$ cat src/rtl/adlib_pkg.sv
// Shared constants and helpers for the AdLib FM channel datapath.
package adlib_pkg;

    // Register groups: a[7:5] for the operator groups, a[7:4] for the channel groups.
    localparam logic [2:0] GRP_20 = 3'd1;
    localparam logic [2:0] GRP_40 = 3'd2;
    localparam logic [2:0] GRP_60 = 3'd3;
    localparam logic [2:0] GRP_80 = 3'd4;
    localparam logic [2:0] GRP_E0 = 3'd7;
    localparam logic [3:0] GRP_A0 = 4'hA;
    localparam logic [3:0] GRP_B0 = 4'hB;
    localparam logic [3:0] GRP_C0 = 4'hC;

    localparam int unsigned WAVE_W  = 4;
    localparam int unsigned PHASE_W = 6;
    localparam int unsigned MAG1_W  = 14;
    localparam int unsigned MAG2_W  = 15;
    localparam int unsigned SUM_W   = 17;

    // Sign-magnitude (15-bit magnitude) to 16-bit two's complement.
    function automatic logic signed [15:0] sm_to_signed(input logic neg, input logic [14:0] mag);
        logic signed [15:0] m;
        m = $signed({1'b0, mag});
        return neg ? -m : m;
    endfunction

    // Saturate the 17-bit stage-2 sum into 16-bit signed range.
    function automatic logic signed [15:0] clamp16(input logic signed [16:0] x);
        if (x > 17'sd32767)
            return 16'sh7FFF;
        else if (x < -17'sd32768)
            return 16'sh8000;
        else
            return 16'(x);
    endfunction

    // Two's complement to offset-binary (MSB inverted).
    function automatic logic [15:0] to_offset16(input logic signed [15:0] v);
        return {~v[15], v[14:0]};
    endfunction

endpackage

$ cat src/rtl/adlib_channel_fb_if.sv
// Register bus, operator-block links and sample output of one FM channel.
interface adlib_channel_fb_if #(
    parameter int unsigned OUT_W = 16
);
    import adlib_pkg::*;

    logic [7:0]         a;
    logic [7:0]         din;
    logic               regwr;
    logic               sample_stb;

    logic [WAVE_W-1:0]  op1_wave;
    logic [WAVE_W-1:0]  op2_wave;
    logic               op1_sign;
    logic               op2_sign;
    logic [MAG1_W-1:0]  op1_mag;
    logic [MAG2_W-1:0]  op2_mag;

    logic [PHASE_W-1:0] op1_phase_c;
    logic [PHASE_W-1:0] op2_phase_c;
    logic               op1_wr_c;
    logic               op2_wr_c;
    logic               ch_wr_c;

    logic [OUT_W-1:0]   result;
    logic               result_valid;

    modport master (
        output a, din, regwr, sample_stb,
        output op1_wave, op2_wave, op1_sign, op2_sign, op1_mag, op2_mag,
        input  op1_phase_c, op2_phase_c, op1_wr_c, op2_wr_c, ch_wr_c,
        input  result, result_valid
    );

    modport slave (
        input  a, din, regwr, sample_stb,
        input  op1_wave, op2_wave, op1_sign, op2_sign, op1_mag, op2_mag,
        output op1_phase_c, op2_phase_c, op1_wr_c, op2_wr_c, ch_wr_c,
        output result, result_valid
    );
endinterface

$ cat src/rtl/adlib_channel_fb_history.sv
// Op1 feedback history (h0/h1) and phase-offset computation.
import adlib_pkg::*;

module adlib_fb_history (
    input  logic                clk,
    input  logic                reset,
    input  logic                i_stb,
    input  logic                i_clr,
    input  logic signed [14:0]  i_c1,
    input  logic [2:0]          i_fb,
    output logic [PHASE_W-1:0]  o_fbofs_c
);
    logic signed [14:0] r_h0;
    logic signed [14:0] r_h1;
    logic signed [15:0] w_fbsum;
    logic signed [15:0] w_fbshift;

    // History shift on sample strobe; key-on clear takes priority.
    always_ff @(posedge clk) begin
        if (reset || i_clr) begin
            r_h0 <= '0;
            r_h1 <= '0;
        end else if (i_stb) begin
            r_h1 <= r_h0;
            r_h0 <= i_c1;
        end
    end

    // Feedback offset from the summed history, scaled by fb.
    always_comb begin
        w_fbsum   = $signed({r_h0[14], r_h0}) + $signed({r_h1[14], r_h1});
        w_fbshift = w_fbsum >>> (4'd15 - {1'b0, i_fb});
        o_fbofs_c = (i_fb == 3'd0) ? '0 : w_fbshift[PHASE_W-1:0];
    end
endmodule

$ cat src/rtl/adlib_channel_fb.sv
// Two-operator FM channel: register decode, op1 feedback, two-stage output pipeline.
// Optional feature macro: ADLIB_FEEDBACK_EN (feedback register, history and offset).
import adlib_pkg::*;

module adlib_channel_fb #(
    parameter int unsigned N     = 0,
    parameter int unsigned OPN   = 0,
    parameter int unsigned OUT_W = 16
) (
    input  logic               clk,
    input  logic               reset,
    adlib_channel_fb_if.slave  bus
);
    localparam logic [OUT_W-1:0] MIDPOINT = {1'b1, {(OUT_W-1){1'b0}}};

    logic                   r_alg;
    logic signed [14:0]     r_s1;
    logic signed [15:0]     r_s2;
    logic                   r_v1;

    logic                   w_op_grp;
    logic                   w_ch_sel;
    logic                   w_cn_wr;
    logic                   w_s2_neg;
    logic signed [14:0]     w_c1;
    logic signed [16:0]     w_sum;
    logic signed [15:0]     w_v;
    logic [15:0]            w_ob16;
    logic [OUT_W-1:0]       w_res;
    logic [PHASE_W-1:0]     w_fbofs;
    logic [PHASE_W-1:0]     w_op2_base;

    // Register decode toward the operator/oscillator blocks.
    assign w_op_grp = (bus.a[7:5] == GRP_20) || (bus.a[7:5] == GRP_40) ||
                      (bus.a[7:5] == GRP_60) || (bus.a[7:5] == GRP_80) ||
                      (bus.a[7:5] == GRP_E0);
    assign w_ch_sel = (bus.a[3:0] == 4'(N));
    assign bus.op1_wr_c = bus.regwr && w_op_grp && (bus.a[4:0] == 5'(OPN));
    assign bus.op2_wr_c = bus.regwr && w_op_grp && (bus.a[4:0] == 5'(OPN + 3));
    assign bus.ch_wr_c  = bus.regwr && w_ch_sel &&
                          ((bus.a[7:4] == GRP_A0) || (bus.a[7:4] == GRP_B0) ||
                           (bus.a[7:4] == GRP_C0));
    assign w_cn_wr      = bus.regwr && w_ch_sel && (bus.a[7:4] == GRP_C0);

    assign w_c1 = 15'(sm_to_signed(bus.op1_sign, {1'b0, bus.op1_mag}));

`ifdef ADLIB_FEEDBACK_EN
    logic [2:0] r_fb;
    logic       r_key;
    logic       w_bn_wr;
    logic       w_key_rise;

    assign w_bn_wr    = bus.regwr && w_ch_sel && (bus.a[7:4] == GRP_B0);
    assign w_key_rise = w_bn_wr && bus.din[5] && !r_key;

    // Feedback amount and key state.
    always_ff @(posedge clk) begin
        if (reset) begin
            r_fb  <= '0;
            r_key <= 1'b0;
        end else begin
            if (w_cn_wr) r_fb  <= bus.din[3:1];
            if (w_bn_wr) r_key <= bus.din[5];
        end
    end

    adlib_fb_history u_hist (
        .clk       (clk),
        .reset     (reset),
        .i_stb     (bus.sample_stb),
        .i_clr     (w_key_rise),
        .i_c1      (w_c1),
        .i_fb      (r_fb),
        .o_fbofs_c (w_fbofs)
    );
`else
    assign w_fbofs = '0;
`endif

    // Algorithm select.
    always_ff @(posedge clk) begin
        if (reset)
            r_alg <= 1'b0;
        else if (w_cn_wr)
            r_alg <= bus.din[0];
    end

    // Multiplier phase inputs (modulo 64).
    assign w_op2_base      = {bus.op2_wave, 2'b00};
    assign bus.op1_phase_c = {bus.op1_wave, 2'b00} + w_fbofs;
    assign bus.op2_phase_c = r_alg ? w_op2_base : w_op2_base + bus.op1_mag[13:8];

    assign w_s2_neg = r_alg ? bus.op2_sign : (bus.op1_sign ^ bus.op2_sign);

    // Stage 1: capture the two output terms on the sample strobe.
    always_ff @(posedge clk) begin
        if (reset) begin
            r_s1 <= '0;
            r_s2 <= '0;
            r_v1 <= 1'b0;
        end else begin
            r_v1 <= bus.sample_stb;
            if (bus.sample_stb) begin
                r_s1 <= r_alg ? w_c1 : '0;
                r_s2 <= sm_to_signed(w_s2_neg, bus.op2_mag);
            end
        end
    end

    // Stage 2 datapath: sum, saturate, convert to offset-binary, rescale.
    assign w_sum  = $signed({{2{r_s1[14]}}, r_s1}) + $signed({r_s2[15], r_s2});
    assign w_v    = clamp16(w_sum);
    assign w_ob16 = to_offset16(w_v);

    generate
        if (OUT_W > 16) begin : g_wide
            assign w_res = {w_ob16, {(OUT_W-16){1'b0}}};
        end else if (OUT_W == 16) begin : g_same
            assign w_res = w_ob16;
        end else begin : g_narrow
            assign w_res = w_ob16[15:16-OUT_W];
        end
    endgenerate

    // Stage 2 output register and valid pulse.
    always_ff @(posedge clk) begin
        if (reset) begin
            bus.result       <= MIDPOINT;
            bus.result_valid <= 1'b0;
        end else begin
            bus.result_valid <= r_v1;
            if (r_v1) bus.result <= w_res;
        end
    end
endmodule

$ cat src/flat_wrapper.sv
// flat-port wrapper written by rule: the top's interface ports become plain ports
module adlib_channel_fb_flat 
#(
    parameter int unsigned N     = 0,
    parameter int unsigned OPN   = 0,
    parameter int unsigned OUT_W = 16
)
  (clk, reset, bus_a, bus_din, bus_regwr, bus_sample_stb, bus_op1_wave, bus_op2_wave, bus_op1_sign, bus_op2_sign, bus_op1_mag, bus_op2_mag, bus_op1_phase_c, bus_op2_phase_c, bus_op1_wr_c, bus_op2_wr_c, bus_ch_wr_c, bus_result, bus_result_valid);
  adlib_channel_fb_if #(.OUT_W(OUT_W)) bus_i ();
  input  logic clk;
  input  logic reset;
  input wire logic [$bits(bus_i.a)-1:0] bus_a;
  input wire logic [$bits(bus_i.din)-1:0] bus_din;
  input wire logic [$bits(bus_i.regwr)-1:0] bus_regwr;
  input wire logic [$bits(bus_i.sample_stb)-1:0] bus_sample_stb;
  input wire logic [$bits(bus_i.op1_wave)-1:0] bus_op1_wave;
  input wire logic [$bits(bus_i.op2_wave)-1:0] bus_op2_wave;
  input wire logic [$bits(bus_i.op1_sign)-1:0] bus_op1_sign;
  input wire logic [$bits(bus_i.op2_sign)-1:0] bus_op2_sign;
  input wire logic [$bits(bus_i.op1_mag)-1:0] bus_op1_mag;
  input wire logic [$bits(bus_i.op2_mag)-1:0] bus_op2_mag;
  output wire logic [$bits(bus_i.op1_phase_c)-1:0] bus_op1_phase_c;
  output wire logic [$bits(bus_i.op2_phase_c)-1:0] bus_op2_phase_c;
  output wire logic [$bits(bus_i.op1_wr_c)-1:0] bus_op1_wr_c;
  output wire logic [$bits(bus_i.op2_wr_c)-1:0] bus_op2_wr_c;
  output wire logic [$bits(bus_i.ch_wr_c)-1:0] bus_ch_wr_c;
  output wire logic [$bits(bus_i.result)-1:0] bus_result;
  output wire logic [$bits(bus_i.result_valid)-1:0] bus_result_valid;
  assign bus_i.a = bus_a;
  assign bus_i.din = bus_din;
  assign bus_i.regwr = bus_regwr;
  assign bus_i.sample_stb = bus_sample_stb;
  assign bus_i.op1_wave = bus_op1_wave;
  assign bus_i.op2_wave = bus_op2_wave;
  assign bus_i.op1_sign = bus_op1_sign;
  assign bus_i.op2_sign = bus_op2_sign;
  assign bus_i.op1_mag = bus_op1_mag;
  assign bus_i.op2_mag = bus_op2_mag;
  assign bus_op1_phase_c = bus_i.op1_phase_c;
  assign bus_op2_phase_c = bus_i.op2_phase_c;
  assign bus_op1_wr_c = bus_i.op1_wr_c;
  assign bus_op2_wr_c = bus_i.op2_wr_c;
  assign bus_ch_wr_c = bus_i.ch_wr_c;
  assign bus_result = bus_i.result;
  assign bus_result_valid = bus_i.result_valid;
  adlib_channel_fb #(.N(N), .OPN(OPN), .OUT_W(OUT_W)) u_core (.clk(clk), .reset(reset), .bus(bus_i));
endmodule
$ cat config.mk
export PLATFORM = sky130hd
export DESIGN_NAME = adlib_channel_fb_flat
export DESIGN_NICKNAME = d
export VERILOG_FILES = /design/src/rtl/adlib_pkg.sv /design/src/rtl/adlib_channel_fb_if.sv /design/src/rtl/adlib_channel_fb_history.sv /design/src/rtl/adlib_channel_fb.sv /design/src/flat_wrapper.sv
export SDC_FILE = /design/constraint.sdc
export NUM_CORES = 1
export LEC_CHECK = 0
export ABC_AREA = 1
export CAP_MARGIN = 30
export CORE_MARGIN = 8
export CORE_UTILIZATION = 48
export DETAILED_ROUTE_END_ITERATION = 10
export DONT_BUFFER_PORTS = 1
export HOLD_SLACK_MARGIN = 0.03
export PLACE_DENSITY = 0.61
export SYNTH_ARGS = -nofsm -noshare
export SYNTH_HDL_FRONTEND = slang
export SYNTH_SLANG_ARGS = --single-unit
$ cat constraint.sdc
create_clock -name clk -period 4.75 [get_ports clk]
set_clock_uncertainty 0.1 [all_clocks]
set_input_delay 0.2375 -clock clk [delete_from_list [all_inputs] [get_ports clk]]
set_output_delay 0.2375 -clock clk [all_outputs]
set_load 0.02 [all_outputs]
# Yosys cells after proc, flatten, opt, wreduce, memory -nomap -nowiden
# Index checks and enable logic that the tools add are counted.
[op_classes]
n_addsub = 4
n_reduce_logical = 14
n_div = 0
muxes = 7
shift = 0
n_eq_ne = 9
n_mul = 0
n_lt_le_gt_ge = 2
bitwise = 2
[op_table]
columns = ["cell", "n"]
rows = [
  ["two-way mux 16 bit", 3],
  ["two-way mux 15 bit", 2],
  ["adder 15 x 16 -> 17 bit", 1],
  ["greater-than comparator 17 x 16 -> 1 bit, second input constant", 1],
  ["< comparator 17 x 16 -> 1 bit, second input constant", 1],
  ["negation 15 -> 16 bit", 1],
  ["negation 14 -> 15 bit", 1],
  ["equality test 4 bit, second input constant", 3],
  ["adder 6 bit", 1],
  ["equality test 3 x 2 -> 1 bit, second input constant", 2],
  ["equality test 3 bit, second input constant", 2],
  ["logical AND 1 bit", 6],
  ["logical OR 1 bit", 6],
  ["two-way mux 6 bit", 1],
  ["equality test 5 x 2 -> 1 bit, second input constant", 1],
  ["zero test 5 bit", 1],
  ["zero test 4 bit", 1],
  ["equality test 3 x 1 -> 1 bit, second input constant", 1],
  ["two-way mux 1 bit", 1],
  ["NOT 1 bit", 1],
  ["XOR 1 bit", 1],
]
[totals]
rom_bits = 0
ramBits = 0
regBits = 50
word_cells = 44
input_bits = 59
mem_count = 0
latchBits = 0

# Longest topological paths before layout
[depth]
word_depth = 7
mapped_depth = 14
depth_no_buf = 14

# Worst setup path after synthesis
# Ideal clock, no wire load.
[synth_path]
kind = "register to register"
from = "register u_core.r_s2[0]"
to = "register u_core.bus.result[0]"
setup_ns = 0.122
arrival_time_ns = 1.868
path_slack_ns = 2.660
path_stages_with_launch = 13
path_cell_list = "dfxtp_1 -> ha_1 -> inv_1 -> fa_1 -> o21ai_1 -> nand3_1 -> nand2_2 -> nand2_2 -> nand3_1 -> nand2_2 -> a21oi_4 -> buf_8 -> a21oi_2"
[synth_via]
elab_chain_len = 4
word_cells_on_any_way = 5
[synth_lines]
columns = ["item", "line_no", "rtl"]
rows = [
  ["start: declaration", "adlib_channel_fb.sv:18", "logic signed [15:0] r_s2;"],
  ["start signal: assignment", "adlib_channel_fb.sv:105", "r_s2 <= sm_to_signed(w_s2_neg, bus.op2_mag);"],
  ["adder 15 x 16 -> 17 bit *", "adlib_channel_fb.sv:111", "assign w_sum = $signed({{2{r_s1[14]}}, r_s1}) + $signed({r_s2[15], r_s2});"],
  ["< comparator 17 x 16 -> 1 bit", "adlib_pkg.sv:31", "else if (x < -17'sd32768)"],
  ["two-way mux 16 bit", "adlib_pkg.sv:31", ""],
  ["two-way mux 16 bit *", "adlib_pkg.sv:29", "if (x > 17'sd32767)"],
  ["end signal: assignment", "adlib_channel_fb.sv:132", "if (r_v1) bus.result <= w_res;"],
  ["end: declaration", "adlib_channel_fb_if.sv:39", "output result, result_valid"],
]
# Every way passes the cells marked *; elsewhere a longest branch is shown, timed or not.
# A chain may end at the register's enable or synchronous reset.

# Worst setup path in the final report
[layout_path]
from = "register u_core.r_alg"
to = "register u_core.r_s2[7]"
[layout_via]
elab_chain_len = 2
[layout_lines]
columns = ["item", "line_no", "rtl"]
rows = [
  ["start: declaration", "adlib_channel_fb.sv:16", "logic r_alg;"],
  ["start signal: assignment", "adlib_channel_fb.sv:85", "r_alg <= bus.din[0];"],
  ["two-way mux 1 bit", "adlib_channel_fb.sv:93", "assign w_s2_neg = r_alg ? bus.op2_sign : (bus.op1_sign ^ bus.op2_sign);"],
  ["two-way mux 16 bit", "adlib_pkg.sv:24", "return neg ? -m : m;"],
]
# No other way between the ends.

==> run summary <==
Setup repair after global routing left no endpoint under its margin. The clock sink count came out at 50. The number of port buffers came out at 0. For this run, the slowest stage of the critical path takes 0.57 ns. The global placement routability congestion came out at 0.794. The fmax came out at 383 MHz. The final wirelength is 8940 um.

Ranked by total cell area, the synthesized netlist is headed by sky130_fd_sc_hd__dfxtp_1 28%, sky130_fd_sc_hd__nand2_1 13%, sky130_fd_sc_hd__ha_1 7.2%. The cell type with the highest aggregate area in the netlist is sky130_fd_sc_hd__dfxtp_1. At the pin with the least slew margin, the transition time is 0.905 ns. The most frequent cell after synthesis is sky130_fd_sc_hd__nand2_1. The number of global-route vias before repair is 3456. The run finished with clean final reports.

The first global-routing pass estimated 15500 um of wire. The unique cell type count in the Yosys netlist came out at 38. The total standard cell area after synthesis came out at 3630 sq um. In this run the critical register-to-register path is captured at u_core.r_s2[7]. The core outline area came out at 7290 sq um. Synthesis inferred 50 register bits.

The cell count after synthesis is 548. The path with the worst hold slack has its endpoint at u_core.r_s2[4]. Using the TritonRoute via totals, the vias-per-cell ratio works out to 5.24. Sorting the synthesized cells by how often they occur yields 130 x sky130_fd_sc_hd__nand2_1, 66 x sky130_fd_sc_hd__inv_1, 50 x sky130_fd_sc_hd__dfxtp_1. The count of boundary I/O pins came out at 91. The path depth of the worst reg2reg path is 8. The startpoint identified for the worst register-to-register timing path is u_core.r_alg. The worst IR drop on VDD is 103 uV. Among all stages on the critical path, the largest delay is contributed by sky130_fd_sc_hd__dlygate4sd3_1. The number of H-tree levels is 2. Once detail routing completed, the nets flagged for antenna violations numbered 0. The async set-reset flop share out of synthesis is 0. The worst hold path belongs to the class input pin to flip-flop. The longest clock path from root to sink contains 2 buffers.

STA classifies the critical path endpoint as a flip-flop. The clock tree from TritonCTS is yes. The worst-case register-to-register setup slack came out at 2.14 ns. The die is 103 um wide. The startpoint identified for the worst hold timing path is bus_sample_stb.

Setup violations remaining at the end of the flow were counted as 0. The required arrival time at the worst endpoint came out at 4.85 ns. In the global route stage, overall resource usage came out at 0.181.

The chip height is 103 um. The post-DP HPWL came out at 6980 um. After clock tree synthesis, the clock-pin slew on the worst setup and hold paths is 0.10 ns. The final count of pins violating max slew is 0. The average instance in the mapped netlist occupies 6.62 sq um.

The length of the first detailed-routing pass in iterations is 4. Of the available clock period, the critical path in the final layout requires 0.549. The number of CTS-inserted buffers is 5. The sequential area share after synthesis is 0.276. The number of synthesized flops with an enable pin is 0. The arrival time at the worst endpoint came out at 2.71 ns. The filler-free cell count of the finished design came out at 651. Post-CTS timing repair inserted 0 buffers for setup. The floorplan step defined a die boundary enclosing 10600 sq um. Of the post-synthesis cell area, the dominant cell type holds 0.276. The later pin in the worst-skew pair is clocked with a latency of 0.30 ns. The critical path goes through inv_1 > nand3b_1 > nand2_1 > inv_1 > a31oi_1 > xnor2_1 > a21oi_1 > dlygate4sd3_1.

The power density over the cells is 229 nW/um^2. The count of endpoints failing hold in the final timing report is 0. The detail-routed net length per standard cell came out at 13.7 um. The effective utilization at floorplan is 0.497. The detailed router's first-iteration violation count is 92. The number of remaining DRC errors is 0. The worst hold path was traced through 3 stages. The dominant synthesized flop cell is sky130_fd_sc_hd__dfxtp_1. The detailed-route via count is 3414. The final critical-path required period came out at 2.61 ns. In this run the static leakage power is 1.82 nW.

The maximum number of pins on one net before global-route repair came out at 29. The proportion of layout cells with a drive suffix above 1 came out at 0.0580. The most numerous cell type found on the critical path is sky130_fd_sc_hd__inv_1. The growth of design area from synthesis to finish came out at 6.97%. The number of maximum-capacitance constraint violations is 0. The total inserted antenna cells came out at 0. After the last flow step, the layout net total stands at 633. The number of antenna violations at the first check in global routing was 0. The count of yosys warnings during synthesis came out at 0.

The cell at the root of the clock tree is sky130_fd_sc_hd__clkbuf_8. The kind of start point of the critical path is a flip-flop. The critical setup path kind is flip-flop to flip-flop. The post-route setup TNS came out at 0 ns.

The largest fanout on the critical path came out at 14. The tightest slew margin relative to the limit came out at 0.391. The cell total after placement came out at 627. The total grt overflow is 0. Row generation in the floorplan step produced 31 rows. The worst hold slack after final layout came out at 0.0438 ns.
## state kept, by name, summed over array words and instances, names as in the netlist
register	count
u_core.bus.result	16
u_core.r_s2	16
u_core.r_s1	15
u_core.bus.result_valid	1
u_core.r_alg	1
u_core.r_v1	1
## per-layer routing
layer	part of all wire	global-route usage	routed length, um	vias to the layer above
met2	0.46	0.314	4100	89
met1	0.45	0.212	4060	1519
li1	-	-	-	1800
met5	0	0	0	-
met4	0.013	0.0612	120	0
met3	0.073	0.0432	655	6
## layout make-up
class | instances | area (sq um)
fill | 788 | 3410
multi-input combinational | 409 | 2250
sequential | 50 | 1000
inverter | 69 | 259
timing repair buffer | 16 | 160
tap | 99 | 124
clock buffer | 6 | 72.6
clock inverter | 2 | 17.5
## per-stage QoR
step | cell area (sq um) | total power [mW] | setup WS, ns | util
floorplan | 3630 | 0.616 | 2.66 | -
global route | 3880 | 0.946 | 1.98 | 0.532
CTS | 3880 | 0.902 | 2.12 | 0.532
global placement | 3630 | 0.626 | 2.35 | 0.498
finish | 3880 | 0.890 | 2.14 | 0.532
detailed placement | 3630 | 0.628 | 2.31 | 0.498
## cell usage in the layout, fill, tap and decap left out, types with 2 or more instances in the layout
cell type / synthesis / layout
sky130_fd_sc_hd__inv_1: 66 / 66
sky130_fd_sc_hd__a31oi_1: 2 / 2
sky130_fd_sc_hd__a21oi_2: 14 / 14
sky130_fd_sc_hd__ha_1: 21 / 21
sky130_fd_sc_hd__conb_1: 1 / 2
sky130_fd_sc_hd__nor2_1: 42 / 42
sky130_fd_sc_hd__a21oi_1: 46 / 46
sky130_fd_sc_hd__nand3_1: 40 / 40
sky130_fd_sc_hd__nor4_1: 2 / 2
sky130_fd_sc_hd__o221ai_1: 4 / 4
sky130_fd_sc_hd__nand4_1: 7 / 7
sky130_fd_sc_hd__clkinv_1: 2 / 2
sky130_fd_sc_hd__nand2_2: 8 / 8
sky130_fd_sc_hd__dlygate4sd3_1: 0 / 16
sky130_fd_sc_hd__nor3_1: 7 / 7
sky130_fd_sc_hd__o211ai_1: 5 / 5
sky130_fd_sc_hd__dfxtp_1: 50 / 50
sky130_fd_sc_hd__xor2_1: 15 / 15
sky130_fd_sc_hd__clkbuf_8: 0 / 5
sky130_fd_sc_hd__and2_1: 3 / 3
sky130_fd_sc_hd__nand3b_1: 4 / 4
sky130_fd_sc_hd__xnor2_1: 7 / 7
sky130_fd_sc_hd__o21ai_0: 39 / 39
sky130_fd_sc_hd__fa_1: 2 / 2
sky130_fd_sc_hd__nand2_1: 130 / 130
## how the worst max path moves through the flow
stage	from	cells past startpoint	endpoint	slack, ns
finish	u_core.r_alg	8	u_core.r_s2[7]	2.14
global route	u_core.r_alg	8	u_core.r_s2[7]	1.98
CTS	u_core.r_alg	8	u_core.r_s2[7]	2.12
detailed placement	u_core.r_s2[0]	11	u_core.bus.result[14]	2.31
global placement	u_core.r_s2[0]	11	u_core.bus.result[9]	2.35
floorplan	u_core.r_s2[0]	12	u_core.bus.result[0]	2.66
## report_power, final
group / leakage (nW) / switching (mW) / internal [mW]
Sequential: 0.410 / 0.0255 / 0.440
Combinational: 1.36 / 0.106 / 0.0637
Clock: 0.0458 / 0.147 / 0.107
## worst max-delay path: cells and delay by family, from the launching register on
family          cells  cell delay (ns)
compound gates      2             0.31
xor+xnor            1             0.14
buf+inv             3             1.03
flops               1             0.43
simple gates        2             0.48
## cell families (layout without fill, tap and decap cells)
| group | count (synthesis) | in the layout | share of synthesized area |
|---|---|---|---|
| xor gates and xnor gates | 22 | 22 | 0.0531 |
| AOI/OAI and AO/OA | 116 | 116 | 0.190 |
| and+or+nand+nor | 246 | 246 | 0.291 |
| other | 1 | 2 | 0.00103 |
| buffers and inverters | 90 | 93 | 0.106 |
| adders and majority gates | 23 | 23 | 0.0835 |
| DFF | 50 | 50 | 0.276 |
## timing repair
action / 4_1_cts / 5_1_grt
hold buffers: 16 / 0
hold endpoints to repair: 36 / 0
resized for setup: 0 / 0
Power figures use the tool's default switching activity.
